`src/rtl/ym_timer_bank.sv`:
```
// Bank of independent up-counting timers with load register, optional prescaler,
// one-shot/periodic modes, sticky overflow flags and a shared active-low interrupt.
module ym_timer_bank #(
  parameter int unsigned N_TIMERS  = 2,
  parameter int unsigned CNT_WIDTH = 10,
  parameter int unsigned PRE_DIV   = 16
) (
  input  logic                          CLK,
  input  logic                          RESET,
  input  logic                          TICK,
  input  logic [N_TIMERS*CNT_WIDTH-1:0] LOAD_VALUE,
  input  logic [N_TIMERS-1:0]           WR_LOAD,
  input  logic [N_TIMERS-1:0]           RUN_SET,
  input  logic [N_TIMERS-1:0]           RUN_CLR,
  input  logic [N_TIMERS-1:0]           FLAG_CLR,
  input  logic [N_TIMERS-1:0]           IRQ_EN,
  input  logic [N_TIMERS-1:0]           AUTO_RELOAD,
  input  logic [N_TIMERS-1:0]           PRESCALE_SEL,
  output logic [N_TIMERS-1:0]           FLAG,
  output logic [N_TIMERS-1:0]           OVF,
  output logic [N_TIMERS-1:0]           RUNNING,
  output logic [N_TIMERS*CNT_WIDTH-1:0] COUNT,
  output logic                          nIRQ
);

  localparam int unsigned    PRE_W   = $clog2(PRE_DIV);
  localparam logic [PRE_W-1:0] PRE_MAX = PRE_W'(PRE_DIV - 1);

  logic [CNT_WIDTH-1:0] load_q [N_TIMERS];
  logic [CNT_WIDTH-1:0] cnt_q  [N_TIMERS];
  logic [PRE_W-1:0]     pre_q  [N_TIMERS];
  logic [N_TIMERS-1:0]  run_q, flag_q, ovf_q;
  logic [N_TIMERS-1:0]  cnt_en, ovf_now;

  always_comb begin
    cnt_en  = '0;
    ovf_now = '0;
    for (int unsigned i = 0; i < N_TIMERS; i++) begin
      cnt_en[i]  = run_q[i] & TICK & (~PRESCALE_SEL[i] | (pre_q[i] == PRE_MAX));
      ovf_now[i] = cnt_en[i] & (&cnt_q[i]);
    end
  end

  // Priority per channel: RUN_CLR over RUN_SET over counting; an overflow detected
  // in the same cycle as RUN_CLR still reloads, pulses OVF and sets the flag.
  always_ff @(posedge CLK) begin
    if (RESET) begin
      for (int unsigned i = 0; i < N_TIMERS; i++) begin
        load_q[i] <= '0;
        cnt_q[i]  <= '0;
        pre_q[i]  <= '0;
      end
      run_q  <= '0;
      flag_q <= '0;
      ovf_q  <= '0;
    end else begin
      for (int unsigned i = 0; i < N_TIMERS; i++) begin
        if (WR_LOAD[i])
          load_q[i] <= LOAD_VALUE[i*CNT_WIDTH +: CNT_WIDTH];

        if (RUN_CLR[i]) begin
          if (ovf_now[i])
            cnt_q[i] <= load_q[i];
        end else if (RUN_SET[i]) begin
          cnt_q[i] <= WR_LOAD[i] ? LOAD_VALUE[i*CNT_WIDTH +: CNT_WIDTH] : load_q[i];
        end else if (cnt_en[i]) begin
          cnt_q[i] <= ovf_now[i] ? load_q[i] : cnt_q[i] + 1'b1;
        end

        if (RUN_SET[i] && !RUN_CLR[i])
          pre_q[i] <= '0;
        else if (run_q[i] && TICK)
          pre_q[i] <= pre_q[i] + 1'b1;

        if (RUN_CLR[i])
          run_q[i] <= 1'b0;
        else if (RUN_SET[i])
          run_q[i] <= 1'b1;
        else if (ovf_now[i] && !AUTO_RELOAD[i])
          run_q[i] <= 1'b0;

        if (ovf_now[i])
          flag_q[i] <= 1'b1;
        else if (FLAG_CLR[i])
          flag_q[i] <= 1'b0;

        ovf_q[i] <= ovf_now[i];
      end
    end
  end

  always_comb begin
    COUNT = '0;
    for (int unsigned i = 0; i < N_TIMERS; i++)
      COUNT[i*CNT_WIDTH +: CNT_WIDTH] = cnt_q[i];
  end

  assign FLAG    = flag_q;
  assign OVF     = ovf_q;
  assign RUNNING = run_q;
  assign nIRQ    = ~|(flag_q & IRQ_EN);

endmodule

```
`config.mk`:
```
export PLATFORM = sky130hd
export DESIGN_NAME = ym_timer_bank
export DESIGN_NICKNAME = d
export VERILOG_FILES = /design/src/rtl/ym_timer_bank.sv
export SDC_FILE = /design/constraint.sdc
export NUM_CORES = 1
export LEC_CHECK = 0
export CORE_MARGIN = 2
export CORE_UTILIZATION = 45
export CTS_CLUSTER_SIZE = 14
export DETAILED_ROUTE_END_ITERATION = 10
export GPL_TIMING_DRIVEN = 1
export PLACE_DENSITY_LB_ADDON = 0.1
export RECOVER_POWER = 50
export SLEW_MARGIN = 10
export SYNTH_ARGS = -nofsm -noshare
export SYNTH_HDL_FRONTEND = slang
export SYNTH_SLANG_ARGS = --single-unit
```
`constraint.sdc`:
```
create_clock -name CLK -period 4.95 [get_ports CLK]
set_input_delay 0.99 -clock CLK [delete_from_list [all_inputs] [get_ports CLK]]
set_output_delay 0.99 -clock CLK [all_outputs]
set_load 0.005 [all_outputs]
```
==> impl_metrics.csv, run 1 <==
group,metric,value,unit
clock_network,clock_path_buffers,2,
floorplan,start_util,0.4717,
setup_path,cp-end-kind,"flop",
synthesis,ys_types,52,
sta,max_freq,304.0,MHz
place,routabilityCongestion,0.8191,
sta,finalHoldViolCount,0,
detailed_routing,ant_nets,0,
floorplan,io-pin-count,64,
synthesis,synthArstFlopShare,0,
setup_path,cp_slowest_cell,"dlygate4sd3_1",
detailed_routing,wl_per_cell,16.03,um
clock_network,holdBufCountCts,0,
clock_network,post_cts_resized,0,
setup_path,start_kind,"input pin",
floorplan,fp.dieH,86.28,um
clock_network,cts-buffers-inserted,5,
synthesis,syn_inst,290,
clock_network,cts_tree,"built",
synthesis,netlist_area,3047,um2
floorplan,rows,29,
synthesis,synth-seq-cells,54,
power,design_power_total,0.9884,mW
place,place_ws,1.332,ns
setup_path,required,4.90,ns
global_route,grt_max_degree,27,
setup_path,crit_buf_inv,1,
clock_network,ctsHtreeMaxLevel,2,
setup_path,crit_path_max_fanout,26,
synthesis,yosysMostFrequentCell,"edfxtp_1",
sta,post-route-min-period,3.290,ns
clock_network,clkLatencyLatePin,0.32,ns
synthesis,synth_top_area_share,0.4731,
sta,tightest_slew,0.8453,ns
clock_network,clock_sinks,54,
detailed_routing,dr.pass1.iters,4,
sta,finalCritPeriodShare,0.6646,
global_route,grt_pass1_vias,2198,
job,max_cap_violations,0,
cells_and_area,antenna_cells,0,
clock_network,root_buffer,"clkbuf_8",
synthesis,synth.top_cells.by_count,"edfxtp_1, nor2_1, and2_1, nand2_1",
floorplan,core_region_area,6459,um2
global_route,gr-total-overflow,0,
detailed_routing,via_per_inst,5.657,
synthesis,synth_edf_count,48,
global_route,grt_pass1_wl,10.95,mm
clock_network,post_cts_buffers,0,
outcome,status,"complete, no violations",
power,peakVddDrop,0.1600,mV
setup_path,critical-path-top-delay-family,"buffers and inverters",
sta,setup_viol,0,
cells_and_area,area_growth,26.53,%
sta,skew,0.01811,ns
min_path,min-delay-path-class,"reg -> reg",
sta,setup_slack,1.660,ns
synthesis,ys_seq_area_frac,0.5125,
floorplan,dieArea,7444,um2
sta,fin_tns_setup,0,ns
detailed_routing,vias,2438,
sta,holdWs,0.4973,ns
sta,rsz0062_at_grt,"no",
sta,slew-limit-headroom,0.4346,
detailed_routing,drc,0,
global_route,grt_usage,0.1915,
setup_path,cp.arrival,3.24,ns
floorplan,die_width,86.28,um
synthesis,synth_fp_nets,331,
cells_and_area,fin_nets,394,
detailed_routing,drt_iter0_drc,175,
cells_and_area,drive_gt1_frac,0.05367,
setup_path,worstPathCellList,"dlygate4sd3_1 > or2_2 > nor2_1 > a211oi_1 > nand2_1",
place,dp_hpwl,5.171,mm
synthesis,synth_top_cell_by_area,"edfxtp_1",
sta,report.final.slew_viol_count,0,
place,portBuffers,63,
synthesis,yosys_warnings,0,
detailed_routing,routed_wl,6.911,mm
setup_path,cpPeakStageDelay,1.09,ns
power,leakagePower,1.436,nW
synthesis,syn_area_per_cell,10.51,um2
synthesis,synthFlopType,"edfxtp_1",
setup_path,critPathKind,"in -> reg",
power,p_per_area,256.4,nW/um2
clock_network,cts.clk_slew.worst_paths,0.11,ns
global_route,antenna_found_initial,0,
synthesis,synthTopCellsByArea,"edfxtp_1, and2_1, nor2_1",
[per-stage QoR]
stage                     area [um2]  cells  utilization
after global routing            3855    431       0.5969
after CTS                       3852    431       0.5965
after floorplan                 3047    290            -
after global placement          3742    423       0.5794
after detailed placement        3742    423       0.5794
final                           3855    431       0.5969
[path summary, 6_finish.rpt]
| kind | startpoint | end | slack [ns] | cells past startpoint |
|---|---|---|---|---|
| worst max-delay path | RESET | cnt_q[1][5] | 1.66 | 5 |
| worst min register to register | FLAG[0] | FLAG[0] | 0.50 | 2 |
| worst max register to register | pre_q[1][0] | cnt_q[1][4] | 2.49 | 6 |
| worst min-delay path | FLAG[0] | FLAG[0] | 0.50 | 2 |
[worst register-to-register path, delay by kind of cell (launching register included)]
family | cells | cell delay (ns)
simple gates | 1 | 0.16
compound gates | 4 | 1.46
fa+ha+maj | 1 | 0.20
flops | 1 | 0.39
[cell usage in the layout, fill, tap and decap left out, types with 2 or more instances in the layout]
cell,n
a211o_1,2
a211oi_1,4
a21oi_1,13
a22oi_1,4
a31oi_1,2
a32o_1,2
a32oi_1,2
and2_1,22
and3_1,3
and4_1,2
clkbuf_8,5
clkdlybuf4s50_1,35
dfxtp_1,6
dlygate4sd3_1,28
edfxtp_1,48
ha_1,4
inv_1,12
mux2_2,2
mux2i_1,5
nand2_1,18
nand2b_1,7
nand3_1,13
nand3b_1,2
nand4_1,2
nor2_1,33
nor2b_1,4
nor3_1,10
o211a_1,2
o211ai_1,2
o21ai_0,12
o2bb2ai_1,5
o32ai_1,2
xnor2_1,11
xor2_1,7
[registers in the layout, indices dropped and copies added (netlist names)]
name / count
RUNNING: 2
OVF: 2
load_q: 20
pre_q: 8
FLAG: 2
cnt_q: 20
[metal layers]
metal | share of wire | GRT usage
met5 | 0 | 0
met4 | 0.010 | 0.05966
met3 | 0.063 | 0.03714
met2 | 0.46 | 0.2995
met1 | 0.47 | 0.2709
[where the power goes]
part / internal [mW] / switching [mW] / leakage (nW)
registers: 0.531 / 0.0241 / 0.562
clock network: 0.151 / 0.146 / 0.0514
logic: 0.0719 / 0.0644 / 0.822
[logic make-up after synthesis]
family / after synthesis / share of synthesized area
AOI/OAI and AO/OA: 61 / 0.1495
xor gates and xnor gates: 18 / 0.05174
adders and majority gates: 4 / 0.01643
buffers and inverters: 20 / 0.02751
DFF: 54 / 0.5125
muxes: 7 / 0.02382
and+or+nand+nor: 126 / 0.2185
[area by class of cell]
cell class	count	area, um2
fillers	574	2604
flip-flops and latches	54	1562
multi-input cells	216	1404
repair buffers	64	638.1
well taps	77	96.34
clock buffers	6	72.57
inverters	12	45.04
clock inverters	2	37.54
Power figures use the tool's default switching activity.
==> run 2: changes to the inputs <==
==> constraint.sdc (replaced) <==
create_clock -name CLK -period 2.8 [get_ports CLK]
set_input_delay 0.56 -clock CLK [delete_from_list [all_inputs] [get_ports CLK]]
set_output_delay 0.56 -clock CLK [all_outputs]
set_load 0.005 [all_outputs]
==> impl_metrics.csv, run 2 (same netlist as run 1, synthesis figures left out) <==
group,metric,value,unit
sta,finalCritPeriodShare,0.8722,
clock_network,clock_sinks,54,
floorplan,rows,29,
sta,setup_slack,0.3579,ns
min_path,min-delay-path-class,"reg -> reg",
clock_network,cts.clk_slew.worst_paths,0.10,ns
floorplan,fp.dieH,86.28,um
detailed_routing,drc,0,
cells_and_area,fin_nets,403,
clock_network,clock_path_buffers,2,
clock_network,cts-buffers-inserted,5,
cells_and_area,final_cell_mix,"edfxtp_1, nor2_1, clkdlybuf4s50_1",
place,portBuffers,63,
detailed_routing,wl_per_cell,15.72,um
sta,skew,0.008550,ns
sta,max_freq,409.5,MHz
cells_and_area,drive_gt1_frac,0.06887,
global_route,antenna_found_initial,0,
clock_network,root_buffer,"clkbuf_8",
power,leakagePower,1.468,nW
place,placed_area,3810,um2
setup_path,critPathKind,"in -> reg",
sta,setup_viol,0,
global_route,grt_usage,0.1922,
global_route,grt_pass1_vias,2262,
clock_network,holdBufCountCts,0,
floorplan,io-pin-count,64,
setup_path,cp-end-kind,"flop",
global_route,grt_max_degree,19,
sta,slew-limit-headroom,0.2511,
setup_path,crit_path_max_fanout,7,
place,routabilityCongestion,0.8756,
job,max_cap_violations,0,
clock_network,post_cts_buffers,0,
cells_and_area,design_area,3887,um2
place,dp_hpwl,5.262,mm
detailed_routing,via_per_inst,5.557,
floorplan,start_util,0.4717,
setup_path,cp.arrival,2.59,ns
cells_and_area,area_growth,27.60,%
cells_and_area,reg_top3,"cnt_q: 20 flops, load_q: 20 flops, pre_q: 8 flops",
detailed_routing,ant_nets,0,
cells_and_area,antenna_cells,0,
floorplan,die_width,86.28,um
clock_network,ctsHtreeMaxLevel,2,
global_route,gr-total-overflow,0,
cells_and_area,stdcell_count,440,
detailed_routing,vias,2445,
outcome,status,"complete, no violations",
clock_network,post_cts_resized,0,
setup_path,start_kind,"input pin",
global_route,grt_pass1_wl,11.03,mm
floorplan,dieArea,7444,um2
sta,fin_tns_setup,0,ns
place,placed_cells,432,
clock_network,clkLatencyLatePin,0.31,ns
detailed_routing,routed_wl,6.915,mm
sta,post-route-min-period,2.442,ns
place,place_ws,0.1415,ns
sta,finalHoldViolCount,0,
setup_path,required,2.95,ns
floorplan,core_region_area,6459,um2
sta,tightest_slew,1.119,ns
clock_network,cts_tree,"built",
power,peakVddDrop,0.2053,mV
detailed_routing,drt_iter0_drc,188,
cells_and_area,layout_commonest_cell,"edfxtp_1",
power,p_per_area,424.6,nW/um2
sta,report.final.slew_viol_count,0,
sta,rsz0062_at_grt,"no",
detailed_routing,dr.pass1.iters,4,
-- run 2: cell types whose count changed in the layout (fill, tap and decap cells not counted), sizes merged --
cell	change
clkdlybuf4s50	-1
clkinvlp	-1
clkbuf	+1
clkinv	+2
buf	+8
dlygate4sd3	+1
bufinv	-1
-- run 2: worst max-delay path: stages --
cell	delay, ns
dlygate4sd3_1	0.64
nand2_1	0.15
a21oi_1	0.43
nand2_1	0.26
a2bb2oi_1	0.20
buf_4	0.17
o31ai_1	0.17
-- run 2: final timing paths --
| check | endpoint | depth (start not counted) | slack [ns] | from |
|---|---|---|---|---|
| worst max-delay path | cnt_q[1][3] | 7 | 0.36 | TICK |
| worst max register to register | cnt_q[1][3] | 7 | 0.63 | pre_q[1][0] |
| worst min-delay path | FLAG[0] | 2 | 0.49 | FLAG[0] |
| worst min register to register | FLAG[0] | 2 | 0.49 | FLAG[0] |
-- run 2: area by class of cell --
class                   instances  area (um2)
repair buffers                 73       701.9
multi-input cells             216        1401
clock buffers                   6       72.57
fillers                       575        2571
flip-flops and latches         54        1562
clock inverters                 2       8.758
well taps                      77       96.34
inverters                      12       45.04
-- run 2: where the power goes --
group	total (mW)	switching, mW	internal, mW	leakage, nW
combinational	0.246	0.114	0.132	0.863
clock	0.423	0.250	0.173	0.0426
sequential	0.982	0.0426	0.939	0.562
-- run 2: per-stage QoR --
step	util	power, mW	hold WS, ns
5_1_grt	0.6019	1.727	0.5113
3_3_place_gp	0.5899	1.254	0.4825
6_report	0.6019	1.651	0.4895
4_1_cts	0.6025	1.675	0.4951
2_1_floorplan	-	1.107	0.4782
3_5_place_dp	0.5899	1.256	0.4797
-- run 2: metal layers --
layer  global-route usage  vias to the layer above  part of all wire
met5                    0                        -                 0
met3              0.03333                       10             0.060
li1                     -                     1209                 -
met1               0.2670                     1147              0.46
met4              0.08239                        0             0.019
met2               0.2981                       79              0.46
==> run 3: changes to the inputs <==
--- a/config.mk
+++ b/config.mk
@@ -10,6 +10,7 @@
 export CTS_CLUSTER_SIZE = 14
 export DETAILED_ROUTE_END_ITERATION = 10
 export GPL_TIMING_DRIVEN = 1
+export MAX_ROUTING_LAYER = met4
 export PLACE_DENSITY_LB_ADDON = 0.1
 export RECOVER_POWER = 50
 export SLEW_MARGIN = 10
==> impl_metrics.csv, run 3 (same netlist as run 1, synthesis figures left out) <==
group,metric,value,unit
setup_path,worstReg2RegStart,"pre_q[1][0]",
detailed_routing,dr.pass1.iters,4,
global_route,gr-total-overflow,0,
power,internal_power,1.244,mW
floorplan,core_region_area,6459,um2
floorplan,die_width,86.28,um
place,placed_cells,432,
sta,slew-limit-headroom,0.2666,
setup_path,r2r-end,"cnt_q[0][2]",
sta,setup_viol,0,
setup_path,cp-end-kind,"flop",
global_route,grt_pass1_wl,11.04,mm
detailed_routing,drc,0,
place,placed_area,3810,um2
detailed_routing,drt_iter0_drc,188,
power,leakagePower,1.468,nW
clock_network,root_buffer,"clkbuf_8",
global_route,grt_usage,0.1981,
global_route,grt_max_degree,19,
setup_path,critPathKind,"in -> reg",
sta,finalCritPeriodShare,0.8673,
floorplan,dieArea,7444,um2
power,power_frac_clock,0.256,
detailed_routing,wl_per_cell,15.69,um
power,pwr-share-seq,0.595,
place,routabilityCongestion,0.8900,
min_path,min_delay_path_depth,2,
power,peakVddDrop,0.2055,mV
cells_and_area,design_area,3887,um2
global_route,grt_pass1_vias,2259,
power,pwr-share-comb,0.149,
global_route,antenna_found_initial,0,
setup_path,r2r_setup_slack,0.64,ns
sta,finalHoldViolCount,0,
cells_and_area,final_cell_mix,"edfxtp_1, nor2_1, clkdlybuf4s50_1",
clock_network,post_cts_resized,0,
outcome,status,"complete, no violations",
setup_path,cp.arrival,2.58,ns
sta,post-route-min-period,2.429,ns
cells_and_area,antenna_cells,0,
sta,skew,0.005539,ns
sta,max_freq,411.8,MHz
sta,rsz0062_at_grt,"no",
detailed_routing,vias,2421,
cells_and_area,fill_cells,575,
setup_path,crit_path_end,"cnt_q[0][2]",
cells_and_area,stdcell_count,440,
power,design_power_total,1.650,mW
floorplan,start_util,0.4717,
setup_path,start_kind,"input pin",
clock_network,clock_sinks,54,
floorplan,rows,29,
cells_and_area,final_util,0.6019,
clock_network,cts.clk_slew.worst_paths,0.09,ns
setup_path,crit_path_max_fanout,9,
place,dp_hpwl,5.262,mm
power,p_per_area,424.6,nW/um2
sta,fin_tns_setup,0,ns
place,portBuffers,63,
clock_network,post_cts_buffers,0,
setup_path,r2r_cells,6,
detailed_routing,ant_nets,0,
cells_and_area,fin_nets,403,
min_path,min-delay-path-class,"reg -> reg",
detailed_routing,via_per_inst,5.502,
setup_path,cp-startpoint,"TICK",
job,max_cap_violations,0,
setup_path,required,2.96,ns
clock_network,clock_path_buffers,2,
sta,report.final.slew_viol_count,0,
cells_and_area,layout_commonest_cell,"edfxtp_1",
floorplan,fp.dieH,86.28,um
clock_network,holdBufCountCts,0,
clock_network,cts_tree,"built",
clock_network,cts-buffers-inserted,5,
cells_and_area,area_growth,27.60,%
floorplan,io-pin-count,64,
clock_network,clkLatencyLatePin,0.32,ns
sta,tightest_slew,1.096,ns
cells_and_area,reg_top3,"cnt_q: 20 flops, load_q: 20 flops, pre_q: 8 flops",
clock_network,ctsHtreeMaxLevel,2,
power,switching_share,0.2462,
cells_and_area,drive_gt1_frac,0.06887,
detailed_routing,routed_wl,6.902,mm
power,p_switching,0.4063,mW
==> run 3: critical path: stages <==
cell and delay, ns:
dlygate4sd3_1 0.64, nand2_1 0.15, a21oi_1 0.43, nand3_1 0.21
a21o_1 0.35, nor3_1 0.24
==> run 3: power groups by stage <==
stage | logic (mW) | clock network [mW] | registers, mW
after floorplan | 0.117 | 0 | 0.990
after global placement | 0.253 | 0 | 1.00
after detailed placement | 0.255 | 0 | 1.00
after CTS | 0.257 | 0.436 | 0.983
after global routing | 0.270 | 0.467 | 0.990
final | 0.246 | 0.423 | 0.982
==> run 3: area by class of cell <==
class | count | area [um2] | area share
timing repair buffer | 73 | 701.9 | 0.1806
clock inverter | 2 | 8.758 | 0.002253
multi-input combinational | 216 | 1401 | 0.3605
inverter | 12 | 45.04 | 0.01159
tap | 77 | 96.34 | 0.02478
clock buffer | 6 | 72.57 | 0.01867
sequential | 54 | 1562 | 0.4017
==> run 3: worst min-delay path by stage <==
stage,end,start,slack (ns)
finish,FLAG[0],FLAG[0],0.49
floorplan,FLAG[1],FLAG[1],0.48
detailed placement,FLAG[0],FLAG[0],0.48
global route,FLAG[0],FLAG[0],0.51
global placement,FLAG[0],FLAG[0],0.48
CTS,FLAG[0],FLAG[0],0.50
==> run 3: routing by layer <==
metal	vias up	part of all wire	track usage
li1	1207	-	-
met1	1122	0.45	0.2676
met2	82	0.46	0.2981
met3	10	0.065	0.03333
met4	0	0.021	0.08239
met5	-	0	-
==> run 3: metrics by stage <==
stage | hold slack [ns] | worst slack (ns)
6_report | 0.4891 | 0.3715
5_1_grt | 0.5113 | 0.1305
4_1_cts | 0.4951 | 0.4542
3_5_place_dp | 0.4797 | 0.1415
3_3_place_gp | 0.4825 | 0.2155
2_1_floorplan | 0.4782 | 0.7830
